## src/rtl/cpu_control_if.sv

```systemverilog
// Bus between the LEGv8 control/fetch block and its environment
// (instruction memory on one side, datapath on the other).
interface cpu_control_if;
  logic [31:0] instr;
  logic        zero;
  logic        negative;
  logic        overflow;
  logic        carry_out;
  logic [63:0] pc;
  logic [4:0]  Rd;
  logic [4:0]  Rn;
  logic [4:0]  Rm;
  logic        Reg2Loc;
  logic        RegWrite;
  logic        MemWrite;
  logic        MemToReg;
  logic        immSel;
  logic        ALUsrc;
  logic [2:0]  ALUop;
  logic [8:0]  DAddr9;
  logic [11:0] Imm12;
  logic [3:0]  LDURBsel;
  logic [3:0]  flags_q;

  // Control block side: consumes the instruction and ALU flags, drives everything else.
  modport master (
    input  instr, zero, negative, overflow, carry_out,
    output pc, Rd, Rn, Rm, Reg2Loc, RegWrite, MemWrite, MemToReg,
           immSel, ALUsrc, ALUop, DAddr9, Imm12, LDURBsel, flags_q
  );

  // Memory/datapath side.
  modport slave (
    output instr, zero, negative, overflow, carry_out,
    input  pc, Rd, Rn, Rm, Reg2Loc, RegWrite, MemWrite, MemToReg,
           immSel, ALUsrc, ALUop, DAddr9, Imm12, LDURBsel, flags_q
  );
endinterface

```

## src/rtl/cpu_control.sv

```systemverilog
// Single-cycle LEGv8 control and fetch: PC register, instruction decode,
// architectural {N,Z,V,C} flag register and zero-latency branch resolution.
module cpu_control (
  input  logic          clk,
  input  logic          reset,
  cpu_control_if.master bus
);

  logic [63:0] pc_q, pc_d;
  logic [3:0]  flg_q, flg_d;

  logic [10:0] op_s;
  logic        reg2loc_s, reg_write_s, mem_write_s, mem_to_reg_s;
  logic        imm_sel_s, alu_src_s, set_flags_s;
  logic [2:0]  alu_op_s;
  logic [3:0]  size_s;
  logic        is_b_s, is_bcond_s, is_cbz_s;

  logic        br_taken_s;
  logic [63:0] br_off_s;

  assign op_s = bus.instr[31:21];

  // Decode the opcode into datapath control strobes; anything unrecognised is a NOP.
  always_comb begin
    reg2loc_s    = 1'b1;
    reg_write_s  = 1'b0;
    mem_write_s  = 1'b0;
    mem_to_reg_s = 1'b0;
    imm_sel_s    = 1'b0;
    alu_src_s    = 1'b0;
    alu_op_s     = 3'b000;
    size_s       = 4'd8;
    set_flags_s  = 1'b0;
    is_b_s       = 1'b0;
    is_bcond_s   = 1'b0;
    is_cbz_s     = 1'b0;
    casez (op_s)
      11'b1001000100?: begin  // ADDI
        alu_src_s   = 1'b1;
        imm_sel_s   = 1'b1;
        alu_op_s    = 3'b010;
        reg_write_s = 1'b1;
      end
      11'b10101011000: begin  // ADDS
        alu_op_s    = 3'b010;
        reg_write_s = 1'b1;
        set_flags_s = 1'b1;
      end
      11'b11101011000: begin  // SUBS
        alu_op_s    = 3'b011;
        reg_write_s = 1'b1;
        set_flags_s = 1'b1;
      end
      11'b11111000010, 11'b00111000010: begin  // LDUR / LDURB
        alu_src_s    = 1'b1;
        alu_op_s     = 3'b010;
        mem_to_reg_s = 1'b1;
        reg_write_s  = 1'b1;
        size_s       = op_s[10] ? 4'd8 : 4'd1;
      end
      11'b11111000000, 11'b00111000000: begin  // STUR / STURB
        reg2loc_s   = 1'b0;
        alu_src_s   = 1'b1;
        alu_op_s    = 3'b010;
        mem_write_s = 1'b1;
        size_s      = op_s[10] ? 4'd8 : 4'd1;
      end
      11'b000101?????: begin  // B
        is_b_s = 1'b1;
      end
      11'b01010100???: begin  // B.cond
        is_bcond_s = 1'b1;
      end
      11'b10110100???: begin  // CBZ
        is_cbz_s  = 1'b1;
        reg2loc_s = 1'b0;
      end
      default: begin
      end
    endcase
  end

  // Resolve branch direction and the sign-extended word offset.
  // B.LT looks only at the registered flags; CBZ only at this cycle's zero.
  always_comb begin
    br_taken_s = 1'b0;
    br_off_s   = 64'd4;
    if (is_b_s) begin
      br_taken_s = 1'b1;
      br_off_s   = {{38{bus.instr[25]}}, bus.instr[25:0], 2'b00};
    end else if (is_bcond_s) begin
      br_taken_s = (bus.instr[4:0] == 5'b01011) && (flg_q[3] != flg_q[1]);
      br_off_s   = {{43{bus.instr[23]}}, bus.instr[23:5], 2'b00};
    end else if (is_cbz_s) begin
      br_taken_s = bus.zero;
      br_off_s   = {{43{bus.instr[23]}}, bus.instr[23:5], 2'b00};
    end else begin
      br_taken_s = 1'b0;
      br_off_s   = 64'd4;
    end
  end

  // Next-state for PC and flags; flags only capture on ADDS/SUBS.
  always_comb begin
    pc_d  = pc_q + (br_taken_s ? br_off_s : 64'd4);
    if (set_flags_s) begin
      flg_d = {bus.negative, bus.zero, bus.overflow, bus.carry_out};
    end else begin
      flg_d = flg_q;
    end
  end

  // Architectural state: PC and flag register, synchronously cleared.
  always_ff @(posedge clk) begin
    if (reset) begin
      pc_q  <= 64'd0;
      flg_q <= 4'd0;
    end else begin
      pc_q  <= pc_d;
      flg_q <= flg_d;
    end
  end

  // Drive the bus; write enables are suppressed while reset is held.
  assign bus.pc       = pc_q;
  assign bus.flags_q  = flg_q;
  assign bus.Rd       = bus.instr[4:0];
  assign bus.Rn       = bus.instr[9:5];
  assign bus.Rm       = bus.instr[20:16];
  assign bus.DAddr9   = bus.instr[20:12];
  assign bus.Imm12    = bus.instr[21:10];
  assign bus.Reg2Loc  = reg2loc_s;
  assign bus.RegWrite = reg_write_s & ~reset;
  assign bus.MemWrite = mem_write_s & ~reset;
  assign bus.MemToReg = mem_to_reg_s;
  assign bus.immSel   = imm_sel_s;
  assign bus.ALUsrc   = alu_src_s;
  assign bus.ALUop    = alu_op_s;
  assign bus.LDURBsel = size_s;

endmodule

```

## src/flat_wrapper.sv

```systemverilog
// flat-port wrapper written by rule: the top's interface ports become plain ports
module cpu_control_flat 
  (clk, reset, bus_instr, bus_zero, bus_negative, bus_overflow, bus_carry_out, bus_pc, bus_Rd, bus_Rn, bus_Rm, bus_Reg2Loc, bus_RegWrite, bus_MemWrite, bus_MemToReg, bus_immSel, bus_ALUsrc, bus_ALUop, bus_DAddr9, bus_Imm12, bus_LDURBsel, bus_flags_q);
  cpu_control_if bus_i ();
  input  logic clk;
  input  logic reset;
  input wire logic [$bits(bus_i.instr)-1:0] bus_instr;
  input wire logic [$bits(bus_i.zero)-1:0] bus_zero;
  input wire logic [$bits(bus_i.negative)-1:0] bus_negative;
  input wire logic [$bits(bus_i.overflow)-1:0] bus_overflow;
  input wire logic [$bits(bus_i.carry_out)-1:0] bus_carry_out;
  output wire logic [$bits(bus_i.pc)-1:0] bus_pc;
  output wire logic [$bits(bus_i.Rd)-1:0] bus_Rd;
  output wire logic [$bits(bus_i.Rn)-1:0] bus_Rn;
  output wire logic [$bits(bus_i.Rm)-1:0] bus_Rm;
  output wire logic [$bits(bus_i.Reg2Loc)-1:0] bus_Reg2Loc;
  output wire logic [$bits(bus_i.RegWrite)-1:0] bus_RegWrite;
  output wire logic [$bits(bus_i.MemWrite)-1:0] bus_MemWrite;
  output wire logic [$bits(bus_i.MemToReg)-1:0] bus_MemToReg;
  output wire logic [$bits(bus_i.immSel)-1:0] bus_immSel;
  output wire logic [$bits(bus_i.ALUsrc)-1:0] bus_ALUsrc;
  output wire logic [$bits(bus_i.ALUop)-1:0] bus_ALUop;
  output wire logic [$bits(bus_i.DAddr9)-1:0] bus_DAddr9;
  output wire logic [$bits(bus_i.Imm12)-1:0] bus_Imm12;
  output wire logic [$bits(bus_i.LDURBsel)-1:0] bus_LDURBsel;
  output wire logic [$bits(bus_i.flags_q)-1:0] bus_flags_q;
  assign bus_i.instr = bus_instr;
  assign bus_i.zero = bus_zero;
  assign bus_i.negative = bus_negative;
  assign bus_i.overflow = bus_overflow;
  assign bus_i.carry_out = bus_carry_out;
  assign bus_pc = bus_i.pc;
  assign bus_Rd = bus_i.Rd;
  assign bus_Rn = bus_i.Rn;
  assign bus_Rm = bus_i.Rm;
  assign bus_Reg2Loc = bus_i.Reg2Loc;
  assign bus_RegWrite = bus_i.RegWrite;
  assign bus_MemWrite = bus_i.MemWrite;
  assign bus_MemToReg = bus_i.MemToReg;
  assign bus_immSel = bus_i.immSel;
  assign bus_ALUsrc = bus_i.ALUsrc;
  assign bus_ALUop = bus_i.ALUop;
  assign bus_DAddr9 = bus_i.DAddr9;
  assign bus_Imm12 = bus_i.Imm12;
  assign bus_LDURBsel = bus_i.LDURBsel;
  assign bus_flags_q = bus_i.flags_q;
  cpu_control u_core (.clk(clk), .reset(reset), .bus(bus_i));
endmodule
```

## config.mk

```make
export PLATFORM = sky130hd
export DESIGN_NAME = cpu_control_flat
export DESIGN_NICKNAME = d
export VERILOG_FILES = /design/src/rtl/cpu_control_if.sv /design/src/rtl/cpu_control.sv /design/src/flat_wrapper.sv
export SDC_FILE = /design/constraint.sdc
export NUM_CORES = 1
export LEC_CHECK = 0
export BUFFER_PORTS_ARGS = -buffer_cell sky130_fd_sc_hd__buf_2
export CAP_MARGIN = 30
export CORE_MARGIN = 3
export CORE_UTILIZATION = 30
export DETAILED_ROUTE_END_ITERATION = 10
export GPL_TIMING_DRIVEN = 1
export PLACE_DENSITY = 0.48
export SLEW_MARGIN = 20
export SYNTH_ARGS = -nofsm -noshare
export SYNTH_HDL_FRONTEND = slang
export SYNTH_SLANG_ARGS = --single-unit
export TNS_END_PERCENT = 5
```

## constraint.sdc

```tcl
create_clock -name clk -period 4.4 [get_ports clk]
set_input_delay 0.22 -clock clk [delete_from_list [all_inputs] [get_ports clk]]
set_output_delay 0.22 -clock clk [all_outputs]
set_load 0.05 [all_outputs]
```

==> run_results.csv <==
group,metric,value,unit
global_route,grt_first_pass_wirelength,32800,µm
sta,timing.final.crit_share,92.7,%
floorplanning,rows,52,
synth,yosysUniqueCellTypes,81,
drt,totalWireLength,21400,µm
synth,yosysSeqAreaShare,20.9,%
layout,final_util,37.1,%
layout,drive_gt1_share,25.4,%
cts,cts_max_level,3,
setup_path,slowest_delay,0.52,ns
power_and_ir_drop,p_total,1.70,mW
power_and_ir_drop,p_per_area,224,mW/mm²
status,status,"finished clean",
power_and_ir_drop,p_comb_share,18.3,%
placement,portBuffers,149,
power_and_ir_drop,p_int,1.16,mW
sta,final_hold_viol_count,0,
run,cap_violations,0,
power_and_ir_drop,power_frac_seq,36.6,%
setup_path,endpoint_kind,"register",
drt,viasPerCell,5.27,
power_and_ir_drop,leakage,3.54,nW
drt,ant_nets,0,
setup_path,timing.critical_path.from,"bus_instr[30]",
setup_path,crit_chain,"buf_2 > inv_1 > or4b_1 > nor4_1 > a32o_1 > a21oi_1 > ha_1 > fa_1 > a21oi_2 > o211a_1 > nor3_2 > a211o_4 > o41ai_4 > o21ai_2 > a211oi_4 > o21a_2 > mux2_4",
drt,wire_per_inst,17.6,µm
setup_path,cp.required,4.63,ns
placement,dpl_cell_area,0.00729,mm²
layout,layout.cells.most_common,"buf_2",
synth,yosysWarnings,0,
power_and_ir_drop,switching_power,542,µW
layout,syn_to_final_growth,20.2,%
global_route,overflow,0,
sta,slew_headroom,59.4,%
sta,finalSetupViolCount,0,
floorplanning,core_area,0.0205,mm²
drt,first_pass_iters,5,
sta,tightest_slew,0.603,ns
cts,cts.path.max_buffers,2,
layout,most-common-layout-cells,"buf_2, nor2_1, a21oi_1, dfxtp_1, ha_1",
setup_path,start_kind,"primary input",
synth,synth_area,0.00632,mm²
floorplanning,ios,155,
sta,grt_setup_unrepaired,"no",
cts,cts_tree,"done",
synth,ys_ff_latch,66,
cts,cts_buffers,9,
power_and_ir_drop,clock_power_share,45.1,%
drt,vias,6416,
cts,clock_sinks,66,
layout,num-nets-final,1043,
floorplanning,chipWidth,151,µm
worst_hold_path,hp-start,"bus_carry_out",
layout,final_area,0.00760,mm²
layout,antenna_cells,0,
synth,synthArstFlopShare,0,%
placement,dp_hpwl,17400,µm
synth,synth_cells,822,
placement,gp_congestion,0.924,
setup_path,cp_max_fo,5,
setup_path,r2r_start,"u_core.bus.flags_q[3]",
drt,drcViolationCount,0,
floorplanning,die_h,151,µm
sta,period_needed,4.08,ns
power_and_ir_drop,p_sw_share,31.8,%
power_and_ir_drop,vdd_drop_max,0.000153,V
setup_path,crit_type,"primary input to register",
cts,cts_root_buffer,"clkbuf_16",
global_route,grt_pass1_vias,6039,
cts,post_cts_resized,0,
drt,drtIter0Drc,385,
sta,fin_skew,0.00602,ns
floorplanning,fp.dieArea,0.0229,mm²
global_route,grt_max_degree,29,
cts,ctsHoldBuffers,0,
worst_hold_path,hold_path_class,"primary input to register",
synth,synth.avg_cell_area,7.69,µm²
setup_path,crit_arrival,4.31,ns
synth,synth_edf_count,0,
sta,fmax,245,MHz
global_route,antenna_found_initial,0,
sta,slew_viol_final,0,
cts,clk-insertion-delay-late,0.35,ns
synth,synth-main-ff-cell,"dfxtp_1",
cts,postCtsSetupBuffers,0,
floorplanning,start_util,30.9,%
setup_path,slowest_stage,"or4b_1",
sta,fin_tns_setup,0,ns
cts,clkTransAtPathRegs,0.06,ns
global_route,track_usage,18.4,%
[metrics by stage]
| step | std cells | hold slack (ns) | setup WS (ns) |
|---|---|---|---|
| floorplan | 826 | 0.364 | 0.0863 |
| global placement | 1202 | 0.455 | -0.00209 |
| detailed placement | 1202 | 0.462 | -0.0912 |
| CTS | 1218 | 0.0967 | 0.210 |
| global route | 1218 | 0.131 | 0.0295 |
| finish | 1218 | 0.109 | 0.321 |
[cell usage after synthesis, drive strengths merged, types with 3 or more instances]
cell	n	share of area [%]
nor2	107	6.4
a21oi	75	6.0
dfxtp	66	21
ha	61	12
nand2	49	2.9
buf	47	5.4
clkbuf	39	2.3
o21ai	39	3.2
xnor2	29	4.0
inv	27	1.6
xor2	27	3.7
nand4	26	2.6
o21a	24	2.9
o21bai	22	2.6
a21o	17	2.0
a22o	16	2.2
nor3	16	1.4
a31oi	10	1.2
nand3	9	0.71
a211oi	7	1.1
nor2b	7	0.69
a21boi	6	0.71
and2	6	0.59
and3	6	0.59
o211ai	6	0.71
o31ai	6	0.87
or3	6	0.59
mux2i	5	0.79
or2	5	0.49
nand2b	4	0.40
nor4	4	0.40
a221oi	3	0.51
mux2	3	0.65
nor3b	3	0.36
o41a	3	0.55
or4b	3	0.47
[power groups by stage]
stage / Sequential, mW / Combinational (mW) / Clock (mW)
after floorplan: 0.685 / 0.191 / 0
after global routing: 0.625 / 0.332 / 0.811
after CTS: 0.624 / 0.312 / 0.787
final: 0.624 / 0.311 / 0.769
after global placement: 0.638 / 0.312 / 0
after detailed placement: 0.638 / 0.311 / 0
[sequential cells by signal, summed over array words and instances, names as in the netlist]
name                count
u_core.bus.flags_q      4
u_core.bus.pc          62
[critical path, delay by kind of cell]
| family | cells | cell delay (ns) |
|---|---|---|
| multiplexers | 1 | 0.29 |
| buffers and inverters | 2 | 0.16 |
| AO/OA/AOI/OAI | 9 | 2.15 |
| adder cells (fa/ha/maj) | 2 | 0.65 |
| AND/OR/NAND/NOR | 3 | 0.83 |
[per-layer routing]
layer,share of wire [%],wire (µm),track usage (%),vias to the layer above
met1,48,10300,25.6,2998
met3,5.1,1100,2.03,23
met4,1.6,334,5.49,0
met2,45,9640,29.8,217
li1,-,-,-,3178
met5,0,0,0,-
[kinds of logic (layout without fill, tap and decap cells)]
| group | after synthesis | in the layout | share of synthesized area, % |
|---|---|---|---|
| buffers and inverters | 113 | 235 | 9.32 |
| and+or+nand+nor | 260 | 260 | 19.8 |
| xor gates and xnor gates | 56 | 56 | 7.75 |
| DFF | 66 | 66 | 20.9 |
| AOI/OAI and AO/OA | 256 | 256 | 28.3 |
| other | 1 | 5 | 0.0593 |
| adders and majority gates | 62 | 62 | 12.4 |
| muxes | 8 | 8 | 1.44 |
[path summary, 6_finish.rpt]
| kind | end | slack [ns] | depth (start not counted) |
|---|---|---|---|
| min reg2reg | u_core.bus.flags_q[2] | 0.50 | 2 |
| max | u_core.bus.pc[52] | 0.32 | 17 |
| max reg2reg | u_core.bus.pc[52] | 0.35 | 17 |
| min | u_core.bus.flags_q[0] | 0.11 | 3 |
[layout make-up]
type,instances,area [µm²]
fillers,2234,12900
flip-flops and latches,66,1320
repair buffers,192,1090
inverters,27,101
multi-input cells,647,4440
clock buffers,11,253
clock inverters,5,52.6
well taps,270,338
Note: power is estimated with default switching activity, not from simulation.
